--- src/rtl/display_timings_480p_if.sv ---
// Video timing bus carrying raster position, syncs, data enable and line/frame strobes.
// The timing generator drives the master side; paint and colour logic read the slave side.
interface display_timings_480p_if #(
  parameter int CORDW = 10
);
  logic [CORDW-1:0] sx;
  logic [CORDW-1:0] sy;
  logic             hsync;
  logic             vsync;
  logic             de;
  logic             line;
  logic             frame;

  modport master (
    output sx, sy, hsync, vsync, de, line, frame
  );

  modport slave (
    input sx, sy, hsync, vsync, de, line, frame
  );
endinterface

--- src/rtl/display_timings_480p.sv ---
// Display timing generator, 640x480 at 60 Hz by default (800x525 total); all outputs registered and aligned.
// Optional clock enable input clk_en is added when DISPLAY_TIMINGS_CE_EN is defined.
module display_timings_480p #(
  parameter int   CORDW  = 10,
  parameter int   H_RES  = 640,
  parameter int   H_FP   = 16,
  parameter int   H_SYNC = 96,
  parameter int   H_BP   = 48,
  parameter int   V_RES  = 480,
  parameter int   V_FP   = 10,
  parameter int   V_SYNC = 2,
  parameter int   V_BP   = 33,
  parameter logic H_POL  = 1'b0,
  parameter logic V_POL  = 1'b0
) (
  input  logic                   clk_pix,
  input  logic                   rst_pix,
`ifdef DISPLAY_TIMINGS_CE_EN
  input  logic                   clk_en,
`endif
  display_timings_480p_if.master vid
);

  localparam int H_TOTAL   = H_RES + H_FP + H_SYNC + H_BP;
  localparam int V_TOTAL   = V_RES + V_FP + V_SYNC + V_BP;
  localparam int CORD_SPAN = 2 ** CORDW;

  localparam logic [CORDW-1:0] H_LAST   = CORDW'(H_TOTAL - 1);
  localparam logic [CORDW-1:0] V_LAST   = CORDW'(V_TOTAL - 1);
  localparam logic [CORDW-1:0] H_ACT    = CORDW'(H_RES);
  localparam logic [CORDW-1:0] V_ACT    = CORDW'(V_RES);
  localparam logic [CORDW-1:0] HS_START = CORDW'(H_RES + H_FP);
  localparam logic [CORDW-1:0] HS_END   = CORDW'(H_RES + H_FP + H_SYNC);
  localparam logic [CORDW-1:0] VS_START = CORDW'(V_RES + V_FP);
  localparam logic [CORDW-1:0] VS_END   = CORDW'(V_RES + V_FP + V_SYNC);

  // Coordinates must be able to hold the last position of each axis.
  if (CORD_SPAN < H_TOTAL || CORD_SPAN < V_TOTAL) begin : g_cordw_too_small
    $error("display_timings_480p: 2**CORDW (%0d) is smaller than H_TOTAL (%0d) or V_TOTAL (%0d)",
           CORD_SPAN, H_TOTAL, V_TOTAL);
  end

  logic advance;
`ifdef DISPLAY_TIMINGS_CE_EN
  assign advance = clk_en;
`else
  assign advance = 1'b1;
`endif

  logic [CORDW-1:0] sx_q;
  logic [CORDW-1:0] sy_q;
  logic             hsync_q;
  logic             vsync_q;
  logic             de_q;
  logic             line_q;
  logic             frame_q;

  logic [CORDW-1:0] x_next;
  logic [CORDW-1:0] y_next;
  logic             de_next;
  logic             hs_active;
  logic             vs_active;

  // Next raster position plus its decode; registering these keeps every output
  // describing the coordinates visible in the same cycle.
  always_comb begin
    // NOTE: every always_comb output gets a default first so no path leaves it unassigned (no latch).
    x_next = sx_q + 1'b1;
    y_next = sy_q;
    if (sx_q == H_LAST) begin
      x_next = '0;
      y_next = (sy_q == V_LAST) ? '0 : sy_q + 1'b1;
    end
    de_next   = (x_next < H_ACT) && (y_next < V_ACT);
    hs_active = (x_next >= HS_START) && (x_next < HS_END);
    vs_active = (y_next >= VS_START) && (y_next < VS_END);
  end

  always_ff @(posedge clk_pix) begin
    // NOTE: registered state uses non-blocking assignments so every flop samples pre-edge values.
    if (rst_pix) begin
      sx_q    <= H_LAST;
      sy_q    <= V_LAST;
      hsync_q <= ~H_POL;
      vsync_q <= ~V_POL;
      de_q    <= 1'b0;
      line_q  <= 1'b0;
      frame_q <= 1'b0;
    end else if (advance) begin
      sx_q    <= x_next;
      sy_q    <= y_next;
      hsync_q <= hs_active ? H_POL : ~H_POL;
      vsync_q <= vs_active ? V_POL : ~V_POL;
      de_q    <= de_next;
      line_q  <= (x_next == '0);
      frame_q <= (x_next == '0) && (y_next == '0);
    end else begin
      // Position holds while disabled, but strobes must not stretch beyond one clk_pix cycle.
      line_q  <= 1'b0;
      frame_q <= 1'b0;
    end
  end

  assign vid.sx    = sx_q;
  assign vid.sy    = sy_q;
  assign vid.hsync = hsync_q;
  assign vid.vsync = vsync_q;
  assign vid.de    = de_q;
  assign vid.line  = line_q;
  assign vid.frame = frame_q;

endmodule
--- src/flat_wrapper.sv ---
// flat-port wrapper written by rule: the top's interface ports become plain ports
module display_timings_480p_flat 
#(
  parameter int   CORDW  = 10,
  parameter int   H_RES  = 640,
  parameter int   H_FP   = 16,
  parameter int   H_SYNC = 96,
  parameter int   H_BP   = 48,
  parameter int   V_RES  = 480,
  parameter int   V_FP   = 10,
  parameter int   V_SYNC = 2,
  parameter int   V_BP   = 33,
  parameter logic H_POL  = 1'b0,
  parameter logic V_POL  = 1'b0
)
  (clk_pix, rst_pix, vid_sx, vid_sy, vid_hsync, vid_vsync, vid_de, vid_line, vid_frame);
  display_timings_480p_if #(.CORDW(CORDW)) vid_i ();
  input  logic clk_pix;
  input  logic rst_pix;
  output wire logic [$bits(vid_i.sx)-1:0] vid_sx;
  output wire logic [$bits(vid_i.sy)-1:0] vid_sy;
  output wire logic [$bits(vid_i.hsync)-1:0] vid_hsync;
  output wire logic [$bits(vid_i.vsync)-1:0] vid_vsync;
  output wire logic [$bits(vid_i.de)-1:0] vid_de;
  output wire logic [$bits(vid_i.line)-1:0] vid_line;
  output wire logic [$bits(vid_i.frame)-1:0] vid_frame;
  assign vid_sx = vid_i.sx;
  assign vid_sy = vid_i.sy;
  assign vid_hsync = vid_i.hsync;
  assign vid_vsync = vid_i.vsync;
  assign vid_de = vid_i.de;
  assign vid_line = vid_i.line;
  assign vid_frame = vid_i.frame;
  display_timings_480p #(.CORDW(CORDW), .H_RES(H_RES), .H_FP(H_FP), .H_SYNC(H_SYNC), .H_BP(H_BP), .V_RES(V_RES), .V_FP(V_FP), .V_SYNC(V_SYNC), .V_BP(V_BP), .H_POL(H_POL), .V_POL(V_POL)) u_core (.clk_pix(clk_pix), .rst_pix(rst_pix), .vid(vid_i));
endmodule
--- config.mk ---
export PLATFORM = sky130hd
export DESIGN_NAME = display_timings_480p_flat
export DESIGN_NICKNAME = d
export VERILOG_FILES = /design/src/rtl/display_timings_480p_if.sv /design/src/rtl/display_timings_480p.sv /design/src/flat_wrapper.sv
export SDC_FILE = /design/constraint.sdc
export NUM_CORES = 1
export LEC_CHECK = 0
export BUFFER_PORTS_ARGS = -buffer_cell sky130_fd_sc_hd__buf_2
export CORE_AREA = 4 4 57 59
export DETAILED_ROUTE_END_ITERATION = 6
export DIE_AREA = 0 0 61 63
export HOLD_SLACK_MARGIN = 0.05
export PLACE_DENSITY_LB_ADDON = 0.3
export SYNTH_ARGS = -nofsm -noshare
export SYNTH_HDL_FRONTEND = slang
export SYNTH_SLANG_ARGS = --single-unit
--- constraint.sdc ---
create_clock -name clk_pix -period 2.8 [get_ports clk_pix]
set_input_delay 0 -clock clk_pix [delete_from_list [all_inputs] [get_ports clk_pix]]
set_output_delay 0 -clock clk_pix [all_outputs]
set_load 0.005 [all_outputs]
==> run summary <==
global-route wire length before repair -> 5250 um
cell accounting for the most synthesized area -> dfxtp_1
worst hold path type -> in -> reg
count of warnings emitted by yosys -> 0
LEAKAGE -> 0.6321 nW
count of filler cells inserted in the layout -> 264
Finished Core Util -> 57.16%
htree depth -> 1
Max stage delay on crit path -> 0.43 ns
number of cells produced by synthesis -> 170
clock network fraction of total power -> 10.3%
Hold Violations, Final -> 0
count of buffer and inverter cells on the critical path -> 1
total nets after synthesis -> 175
final setup fails -> 0
highest ir drop seen on vdd -> 0.6366 mV
final RePlAce weighted congestion -> 0.8782
number of clock buffers inserted by TritonCTS -> 3
share of cells above drive strength 1 -> 22.40%
commonest non-fill, non-tap cells in the layout -> 26 x buf_2, 25 x dfxtp_1, 19 x nand2_1
number of antenna violations at the first check in global routing -> 0
full die area -> 0.003843 mm2
crit-path leading delay family -> simple AND/OR/NAND/NOR gates
crit path launch type -> flip-flop
buffer type at the clock tree root -> clkbuf_4
Die Ht -> 63 um
max cap viols -> 0
final critical-path required period -> 2.382 ns
sequential share of power -> 36.8%
clock-pin slew on the worst setup and hold paths -> 0.13 ns
via total after detailed routing -> 1,302
Worst-Skew Late Latency -> 0.32 ns
number of instances in the placed design -> 219
leading cell type in the layout, fill and taps excluded -> buf_2
remaining number of nets flagged by the antenna check after routing -> 0
via count of the first global-routing pass -> 1,191
most frequently used flop master after synthesis -> dfxtp_1
half-perimeter wire length of the detailed placement result -> 2337 um
final total power -> 1.558 mW
crit path capture type -> flip-flop
maximum clock rate -> 419.8 MHz
count of nets after finishing -> 198
cell types occupying the most area after synthesis -> dfxtp_1 36%, nand2_1 5.1%, nor2_1 4.8%
critical setup path kind -> reg -> reg
unrepaired setup endpoints after global routing -> no
Num Clock Sinks -> 25
worst setup slack for register-to-register paths -> 0.42 ns
signal arrival time at the worst endpoint -> 2.59 ns
Net Sw Power -> 0.6712 mW
number of buffers inserted for hold repair after clock tree synthesis -> 0
slew of the pin with the lowest slew margin -> 0.4036 ns
Avg Inst Size Synth -> 8.287 um2
distinct cell type count after synthesis -> 47
crit path cell chain -> ha_1, nand4_1, nor3_2, buf_4, o21ai_0, a22o_1, a211oi_1, nand4b_1
signed area change from the synthesized netlist to the final layout -> 9.947%
io pins -> 27
aggregate negative setup slack -> 0 ns
fraction of registers with async set/reset -> 0%
diodes inserted -> 0
largest net degree at the start of global routing -> 22
number of setup buffers added after CTS -> 0
total wirelength of the detailed-routed design -> 3109 um
Resized cells post-CTS -> 0
Congestion Overflow GR -> 0
sequential element share of the synthesized area -> 35.52%
area of the mapped netlist -> 0.001409 mm2
headroom to the max-slew limit -> 72.40%
cell with the largest stage delay on the worst path -> dfxtp_1
Final period util -> 85.06%
residual DRC count -> 0
data required time at the worst endpoint -> 3.01 ns
number of rows in the core area -> 19
count of placed standard cells in the final layout, fillers left out -> 223
Max Root-Sink Buffers -> 2
cell area power density -> 1006 mW/mm2
worst clock skew on the final layout -> 0.008963 ns
internal portion of total power -> 0.8866 mW
final-report max-slew violation count -> 0
switching share of power -> 43.09%
total track usage -> 17.33%
TritonCTS clock tree -> built
crit path max fanout -> 15
wire length per cell -> 13.94 um
via count normalized by instance count -> 5.839
Chip Width -> 61 um
initial standard-cell utilization of the core -> 51.99%
outcome -> completed
Post-synth EDFFs -> 0
top cell type's share of synthesized area -> 35.52%
core outline area -> 0.002710 mm2
router iterations before antenna repair -> 4
Detailed Route Iter0 Violations -> 121
quantity of I/O buffers inserted on ports -> 26
power share of the combinational group -> 52.9%
FF+latch count, synth -> 25
metal layers:
layer	GRT usage [%]	vias to the layer above	wire [um]
met5	0	-	0
met2	28.74	41	1547
met3	2.479	6	136
met1	21.88	602	1371
li1	-	653	-
met4	6.775	0	54
worst paths after layout:
check	endpoint	cells after the start	startpoint
max reg2reg	u_core.vid.vsync$_SDFF_PP1_	8	u_core.vid.sx[0]$_SDFF_PP1_
min reg2reg	u_core.vid.sx[0]$_SDFF_PP1_	1	u_core.vid.sx[0]$_SDFF_PP1_
min	u_core.vid.sx[7]$_SDFF_PP0_	2	rst_pix
max	u_core.vid.vsync$_SDFF_PP1_	8	u_core.vid.sx[0]$_SDFF_PP1_
synth_stat cells, types with 2 or more instances:
| master | n |
|---|---|
| and4_1 | 2 |
| nor2_1 | 18 |
| nand4_1 | 4 |
| or2_2 | 4 |
| nand2_1 | 19 |
| a21oi_1 | 8 |
| nand4b_1 | 2 |
| a211oi_1 | 4 |
| a211o_1 | 2 |
| dfxtp_1 | 25 |
| a31oi_1 | 4 |
| buf_6 | 3 |
| o21bai_1 | 3 |
| nor3_1 | 2 |
| o21ai_0 | 7 |
| clkbuf_1 | 3 |
| xor2_1 | 6 |
| inv_1 | 5 |
| xnor2_1 | 5 |
| nand2b_1 | 3 |
| a21o_1 | 2 |
| clkbuf_4 | 2 |
| nor4_1 | 2 |
| nand3_1 | 10 |
| ha_1 | 3 |
sequential cells by signal, indices dropped and copies added, names as in the netlist:
name / cells
u_core.vid.sy: 10
u_core.vid.hsync: 1
u_core.vid.line: 1
u_core.vid.de: 1
u_core.vid.sx: 10
u_core.vid.frame: 1
u_core.vid.vsync: 1
stage by stage:
stage	hold slack, ns	setup slack (ns)	area [um2]
after detailed placement	0.3766	0.4209	1523
after global routing	0.06847	0.1885	1549
final	0.06884	0.4182	1549
after floorplan	0.1314	0.5704	1409
after global placement	0.3792	0.4834	1523
after CTS	0.07133	0.4051	1549
worst reg2reg max path: cells and delay by family (launching register included):
| kind | cells | cell delay (ns) |
|---|---|---|
| simple gates | 3 | 0.69 |
| compound gates | 3 | 0.63 |
| flops | 1 | 0.43 |
| fa+ha+maj | 1 | 0.29 |
| buf+inv | 1 | 0.24 |
power by group through the flow:
stage	combinational, mW	sequential, mW	clock [mW]
after detailed placement	0.823	0.581	0
after global routing	0.921	0.596	0.179
after global placement	0.813	0.575	0
after floorplan	0.682	0.522	0
final	0.824	0.574	0.160
after CTS	0.828	0.571	0.164
final cells by class:
type	instances	area (um2)	share of cell area [%]
clock buffers	4	26.28	1.696
multi-input cells	130	819.5	52.91
well taps	31	38.79	2.504
repair buffers	28	145.1	9.370
inverters	5	18.77	1.212
flip-flops and latches	25	500.5	32.31
cells by family after synthesis:
group / synth area share [%]
adders and majority gates: 2.665
xor gates and xnor gates: 6.838
and+or+nand+nor: 30.64
AOI/OAI and AO/OA: 17.32
muxes: 0.7105
buffers and inverters: 6.304
DFF: 35.52
(Power assumes the default switching activity.)
